### src/rtl/capp_pkg.sv
// capp_pkg: shared types and helpers for the CAPP command sequencer.
//   cmd_op_t  : command opcodes carried on cmd_op
//   state_t   : sequencer FSM states
//   dual_rail : encodes (data, mask) into the per-bit two-rail line format
package capp_pkg;

   // Widest word the dual_rail helper encodes; the sequencer's WORD_W must match it.
   localparam int unsigned CAPP_WORD_W = 32;

   typedef enum logic [1:0] {
      OP_NOP    = 2'd0,
      OP_SEARCH = 2'd1,
      OP_WRITE  = 2'd2,
      OP_READ   = 2'd3
   } cmd_op_t;

   typedef enum logic [1:0] {
      ST_IDLE    = 2'd0,
      ST_DRIVE   = 2'd1,
      ST_CAPTURE = 2'd2,
      ST_RESP    = 2'd3
   } state_t;

   // [2j] = enabled and 1, [2j+1] = enabled and 0; masked-off bits drive neither rail.
   function automatic logic [2*CAPP_WORD_W-1:0] dual_rail(
      input logic [CAPP_WORD_W-1:0] data,
      input logic [CAPP_WORD_W-1:0] mask
   );
      logic [2*CAPP_WORD_W-1:0] r;
      r = '0;
      for (int unsigned j = 0; j < CAPP_WORD_W; j++) begin
         r[2*j]   = mask[j] & data[j];
         r[2*j+1] = mask[j] & ~data[j];
      end
      return r;
   endfunction

endpackage

### src/rtl/capp_popcount.sv
// capp_popcount: combinational population count of a tag vector.
//   vec     in   N                  per-word match flags
//   count_c out  $clog2(N+1)        number of set bits (unregistered)
module capp_popcount #(
   parameter int unsigned N = 5
) (
   input  logic [N-1:0]             vec,
   output logic [$clog2(N+1)-1:0]   count_c
);

   localparam int unsigned CW = $clog2(N + 1);

   // Simple ripple sum; N is the word count of a small array.
   always_comb begin
      count_c = '0;
      for (int unsigned i = 0; i < N; i++) begin
         count_c = count_c + CW'(vec[i]);
      end
   end

endmodule

### src/rtl/capp_sequencer.sv
// capp_sequencer: command front-end for the CAPP cell array.
//   Accepts SEARCH/WRITE/READ over valid/ready, drives dual-rail match/write
//   lines for SETTLE_CYC cycles, samples tags/read_lines and returns one
//   response per command. The last search pattern is held so WRITE/READ act
//   on the currently tagged words.
// Ports:
//   clk, rst                      clock, async active-high reset
//   cmd_valid/cmd_ready           command handshake (ready only in IDLE)
//   cmd_op, cmd_data, cmd_mask    opcode, comparand/write value, bit enables
//   match_lines, write_lines      dual-rail lines to the cell array
//   tags, read_lines              per-word match flags / wired-OR read data
//   rsp_valid/rsp_ready           response handshake
//   rsp_tags, rsp_data            sampled tags / sampled read data (READ only)
//   busy                          FSM not in IDLE
//   rsp_count                     popcount of sampled tags (CAPP_TAG_COUNT_EN only)
// Configuration macro: CAPP_TAG_COUNT_EN adds rsp_count and the popcount unit.
module capp_sequencer
   import capp_pkg::*;
#(
   parameter int unsigned WORD_W     = CAPP_WORD_W,
   parameter int unsigned NUM_WORDS  = 5,
   parameter int unsigned SETTLE_CYC = 2
) (
   input  logic                  clk,
   input  logic                  rst,
   input  logic                  cmd_valid,
   output logic                  cmd_ready,
   input  logic [1:0]            cmd_op,
   input  logic [WORD_W-1:0]     cmd_data,
   input  logic [WORD_W-1:0]     cmd_mask,
   output logic [2*WORD_W-1:0]   match_lines,
   output logic [2*WORD_W-1:0]   write_lines,
   input  logic [NUM_WORDS-1:0]  tags,
   input  logic [WORD_W-1:0]     read_lines,
   output logic                  rsp_valid,
   input  logic                  rsp_ready,
   output logic [NUM_WORDS-1:0]  rsp_tags,
   output logic [WORD_W-1:0]     rsp_data,
   output logic                  busy
`ifdef CAPP_TAG_COUNT_EN
   ,
   output logic [$clog2(NUM_WORDS+1)-1:0] rsp_count
`endif
);

   localparam int unsigned LINE_W = 2 * WORD_W;
   localparam int unsigned CNT_W  = (SETTLE_CYC > 1) ? $clog2(SETTLE_CYC) : 1;

   state_t               state_q, state_d;
   logic [CNT_W-1:0]     cnt_q, cnt_d;
   cmd_op_t              op_q, op_d;
   logic [LINE_W-1:0]    held_match, held_d;
   logic [LINE_W-1:0]    wr_d;
   logic                 cmd_ready_d, busy_d, rsp_valid_d;
   logic [NUM_WORDS-1:0] rsp_tags_d;
   logic [WORD_W-1:0]    rsp_data_d;
   logic [LINE_W-1:0]    enc;
   logic                 accept;

   // Dual-rail form of the incoming command (SEARCH pattern or WRITE pulse).
   assign enc    = dual_rail(CAPP_WORD_W'(cmd_data), CAPP_WORD_W'(cmd_mask));
   assign accept = cmd_valid & cmd_ready;

   // Cells retain their tags, so the match pattern stays on the lines in every state.
   assign match_lines = held_match;

   // Next-state and registered-output logic.
   always_comb begin
      state_d     = state_q;
      cnt_d       = cnt_q;
      op_d        = op_q;
      held_d      = held_match;
      wr_d        = '0;
      rsp_valid_d = rsp_valid;
      rsp_tags_d  = rsp_tags;
      rsp_data_d  = rsp_data;

      case (state_q)
         ST_IDLE: begin
            if (accept) begin
               op_d  = cmd_op_t'(cmd_op);
               cnt_d = CNT_W'(SETTLE_CYC - 1);
               case (cmd_op_t'(cmd_op))
                  OP_SEARCH: begin
                     held_d  = enc;
                     state_d = ST_DRIVE;
                  end
                  OP_WRITE: begin
                     wr_d    = enc;
                     state_d = ST_DRIVE;
                  end
                  OP_READ:  state_d = ST_DRIVE;
                  default:  state_d = ST_IDLE;
               endcase
            end
         end
         ST_DRIVE: begin
            // Write pulse is held only while the settle counter runs.
            if (cnt_q == '0) begin
               state_d = ST_CAPTURE;
            end else begin
               cnt_d = cnt_q - CNT_W'(1);
               wr_d  = write_lines;
            end
         end
         ST_CAPTURE: begin
            rsp_tags_d  = tags;
            rsp_data_d  = (op_q == OP_READ) ? read_lines : '0;
            rsp_valid_d = 1'b1;
            state_d     = ST_RESP;
         end
         ST_RESP: begin
            if (rsp_ready) begin
               rsp_valid_d = 1'b0;
               state_d     = ST_IDLE;
            end
         end
         default: state_d = ST_IDLE;
      endcase

      cmd_ready_d = (state_d == ST_IDLE);
      busy_d      = (state_d != ST_IDLE);
   end

   // State and output registers.
   always_ff @(posedge clk or posedge rst) begin
      if (rst) begin
         state_q     <= ST_IDLE;
         cnt_q       <= '0;
         op_q        <= OP_NOP;
         held_match  <= '0;
         write_lines <= '0;
         cmd_ready   <= 1'b1;
         busy        <= 1'b0;
         rsp_valid   <= 1'b0;
         rsp_tags    <= '0;
         rsp_data    <= '0;
      end else begin
         state_q     <= state_d;
         cnt_q       <= cnt_d;
         op_q        <= op_d;
         held_match  <= held_d;
         write_lines <= wr_d;
         cmd_ready   <= cmd_ready_d;
         busy        <= busy_d;
         rsp_valid   <= rsp_valid_d;
         rsp_tags    <= rsp_tags_d;
         rsp_data    <= rsp_data_d;
      end
   end

`ifdef CAPP_TAG_COUNT_EN
   logic [$clog2(NUM_WORDS+1)-1:0] count_c;

   capp_popcount #(.N(NUM_WORDS)) u_popcount (
      .vec     (tags),
      .count_c (count_c)
   );

   // Tag count is captured alongside rsp_tags.
   always_ff @(posedge clk or posedge rst) begin
      if (rst) begin
         rsp_count <= '0;
      end else if (state_q == ST_CAPTURE) begin
         rsp_count <= count_c;
      end
   end
`endif

endmodule

### config.mk
export PLATFORM = sky130hd
export DESIGN_NAME = capp_sequencer
export DESIGN_NICKNAME = d
export VERILOG_FILES = /design/src/rtl/capp_pkg.sv /design/src/rtl/capp_popcount.sv /design/src/rtl/capp_sequencer.sv
export SDC_FILE = /design/constraint.sdc
export NUM_CORES = 1
export LEC_CHECK = 0
export ABC_AREA = 1
export CAP_MARGIN = 20
export CORE_UTILIZATION = 44
export DETAILED_ROUTE_END_ITERATION = 10
export PLACE_DENSITY = 0.8
export SETUP_SLACK_MARGIN = 0.15
export SLEW_MARGIN = 30
export SYNTH_ARGS = -nofsm -noshare
export SYNTH_HDL_FRONTEND = slang
export SYNTH_HIERARCHICAL = 1
export SYNTH_SLANG_ARGS = --single-unit
### constraint.sdc
create_clock -name clk -period 9.4 [get_ports clk]
set_input_delay 2.82 -clock clk [delete_from_list [all_inputs] [get_ports clk]]
set_output_delay 2.82 -clock clk [all_outputs]
set_load 0.05 [all_outputs]
==> out/results.txt <==
Clock slew seen by the registers of the worst setup and hold paths - 70 ps
Max IR drop VDD - 0.0001360 V
Vert. Die Dim - 129.7 microns
Nets@finish - 1210
Final Max Tran Viols - 0
Maximum operating frequency - 204.6 MHz
TritonCTS buffer count - 17
Place WS - 3832 ps
Global-route wire length before repair - 31.63 mm
RSZ-0062 raised after global routing - no
Synth Net Count - 953
DR iter-0 viols - 470
Number of global-route vias before repair - 6254
Register-to-register setup slack - 6850 ps
CTS Sinks - 173
Core Area - 15890 sq um
Proportion of layout cells with a drive suffix above 1 - 4.395%
Synthesized area per cell - 8.476 sq um
Most common cell after layout, fill and taps aside - nand2_1
Skew-Pair Late Insertion Delay - 420 ps
Portion of the post-synthesis area used by sequential elements - 60.39%
Endpoint required time on the critical path - 9710 ps
# IOs - 275
Number of detailed-route iterations in the first pass - 4
Post-cts sizing count - 0
Met3 routing resource usage after global routing - 7.473%
#FFs+latches synth - 173
Start point of the critical path - cmd_valid
Yosys warns - 6
Number of antenna cells inserted - 0
DP HPWL - 13.72 mm
Count of hold-fix buffers inserted at cts - 0
Effective utilization at floorplan - 45.14%
Number of hold violations in the final report - 0
Final non-filler cell total - 1331
Slew at the pin closest to its max-slew limit - 945.3 ps
Overall routing resource usage - 24.61%
Number of nets with antenna violations after routing - 0
Commonest cells after routing, fill and taps aside - nand2_1, clkdlybuf4s50_1, dfrtp_1
Critical path start-end classification - input pin to flip-flop
Met1 usage - 28.89%
Antenna violations before repair - 0
Placed Instances - 1299
Detailed-route DRC error count - 0
Number of buffers added on ports - 274
Vias per cell - 4.767
Clock H-tree levels - 4
Crit. End Element - flip-flop
Time the final worst path needs with I/O delays and setup - 4889 ps
Clock skew - 10.52 ps
Setup Buffers After CTS - 0
Fillcell total - 1306
Result of the run - completed
Met2 Use GR - 42.03%
Gp weighted congestion - 0.7733
Die Wd - 129.7 microns
Family with the most delay on the worst path - simple AND/OR/NAND/NOR gates
Area added between synthesis and finish - 47.78%
Most used routing layer - met2
Post-Route Setup TNS - 0 ps
Synthesized instance count - 846
# rows - 46
Number of endpoints failing setup at the final stage - 0
CP max stage delay - 770 ps
Clk buf depth - 2
Maximum number of pins on one net before global-route repair - 97
Total die area - 16810 sq um
Vias - 6345
Final clock period utilization by the worst path - 52.01%
Maximum fanout along the worst path - 96
Worst hold path type - flip-flop to flip-flop
Total length of routed wires - 20.29 mm
Routed len/inst - 15.25 microns
Setup slack after layout - 4511 ps
CTS tree - built
Post-layout power - 0.003183 W
Yosys cell types - 19
Worst hold start - rsp_tags[3]$_DFFE_PP0P_
PD cells - 300.4 nW/um^2
Arrival time at the worst endpoint - 5200 ps
Residual overflow from global routing - 0
Maximum Capacitance Violations - 0
Leakage power figure - 5.078 nW
Buf+Inv Stages, Crit Path - 1
Nature of the critical path startpoint - input pin
CTS Root Cell - clkbuf_16
Critical-path cell list - clkdlybuf4s50_1, nand2_1, nor2_4, nand2_8, o21ai_0
Combined area of all synthesized cells - 7171 sq um
Slowest cell on crit path - nor2_4
R2r startpoint - cmd_ready$_DFF_PP1_
Worst rel slew slack - 36.83%
[stage by stage]
| stage | utilization [%] | hold WS [ps] | area (sq um) |
|---|---|---|---|
| after floorplan | - | 442.5 | 7171 |
| after global placement | 63.01 | 453.2 | 10010 |
| after detailed placement | 63.04 | 458.7 | 10010 |
| after CTS | 66.48 | 478.1 | 10560 |
| after global routing | 66.71 | 497.1 | 10600 |
| final | 66.71 | 474.3 | 10600 |
[area by class of cell]
class                           count  area [sq um]  area share, %
Multi-Input combinational cell    527          2242          21.16
Inverter                          104         395.4          3.731
Clock inverter                     13         117.6          1.110
Tap cell                          216         270.3          2.550
Timing Repair Buffer              280          2811          26.53
Clock buffer                       18         429.2          4.050
Sequential cell                   173          4330          40.87
[worst paths after layout]
check	to	depth (start not counted)
setup / recovery	match_lines[40]$_DFFE_PP0P_	5
hold / removal	rsp_tags[3]$_DFFE_PP0P_	2
setup reg to reg	match_lines[40]$_DFFE_PP0P_	4
hold reg to reg	rsp_tags[3]$_DFFE_PP0P_	2
max in group asynchronous	rsp_data[11]$_DFFE_PP0P_	3
min in group asynchronous	write_lines[54]$_DFFE_PP0P_	2
[synthesized netlist by cell type]
library cell	count	area share, %
buf_2	21	1.5
dfrtp_1	172	60
o211ai_1	1	0.10
nand2_2	2	0.17
o21ai_1	87	6.1
clkbuf_1	11	0.58
nand2_1	320	17
buf_4	6	0.63
nand4_1	1	0.087
nand3_1	34	2.4
dfstp_2	1	0.37
inv_2	4	0.21
o21ai_0	41	2.9
nor2_4	1	0.16
nor2_1	36	1.9
nor2_2	3	0.26
buf_6	4	0.63
nand3_2	1	0.14
inv_1	100	5.2
[cell families (layout without fill, tap and decap cells)]
group                  Yosys count  after routing  synth area share [%]
DFF                            173            173                 60.39
and+or+nand+nor                398            398                 21.83
buffers and inverters          146            415                 8.742
AOI/OAI and AO/OA              129            129                 9.039
[worst min-delay path, delay by kind of cell (launching register included)]
family	cells	cell delay, ps
and+or+nand+nor	2	100
DFF	1	350
[sequential cells by signal, indices dropped and copies added (netlist names)]
name,cells
state_q,2
cmd_ready,1
cnt_q,1
rsp_data,32
rsp_tags,5
rsp_valid,1
busy,1
write_lines,64
op_q,2
match_lines,64
[report_power, final]
part | leakage, nW | total [W] | internal [W] | switching (W)
logic | 2.45 | 0.00147 | 0.000448 | 0.00102
registers | 2.36 | 0.00105 | 0.000938 | 0.000115
clock network | 0.267 | 0.000660 | 0.000365 | 0.000295
[routing by layer]
layer / up-vias / wire [microns]
li1: 3111 / -
met1: 2985 / 8338
met2: 217 / 9992
met3: 32 / 1522
met4: 0 / 438
met5: - / 0
Note: power is estimated with default switching activity, not from simulation.
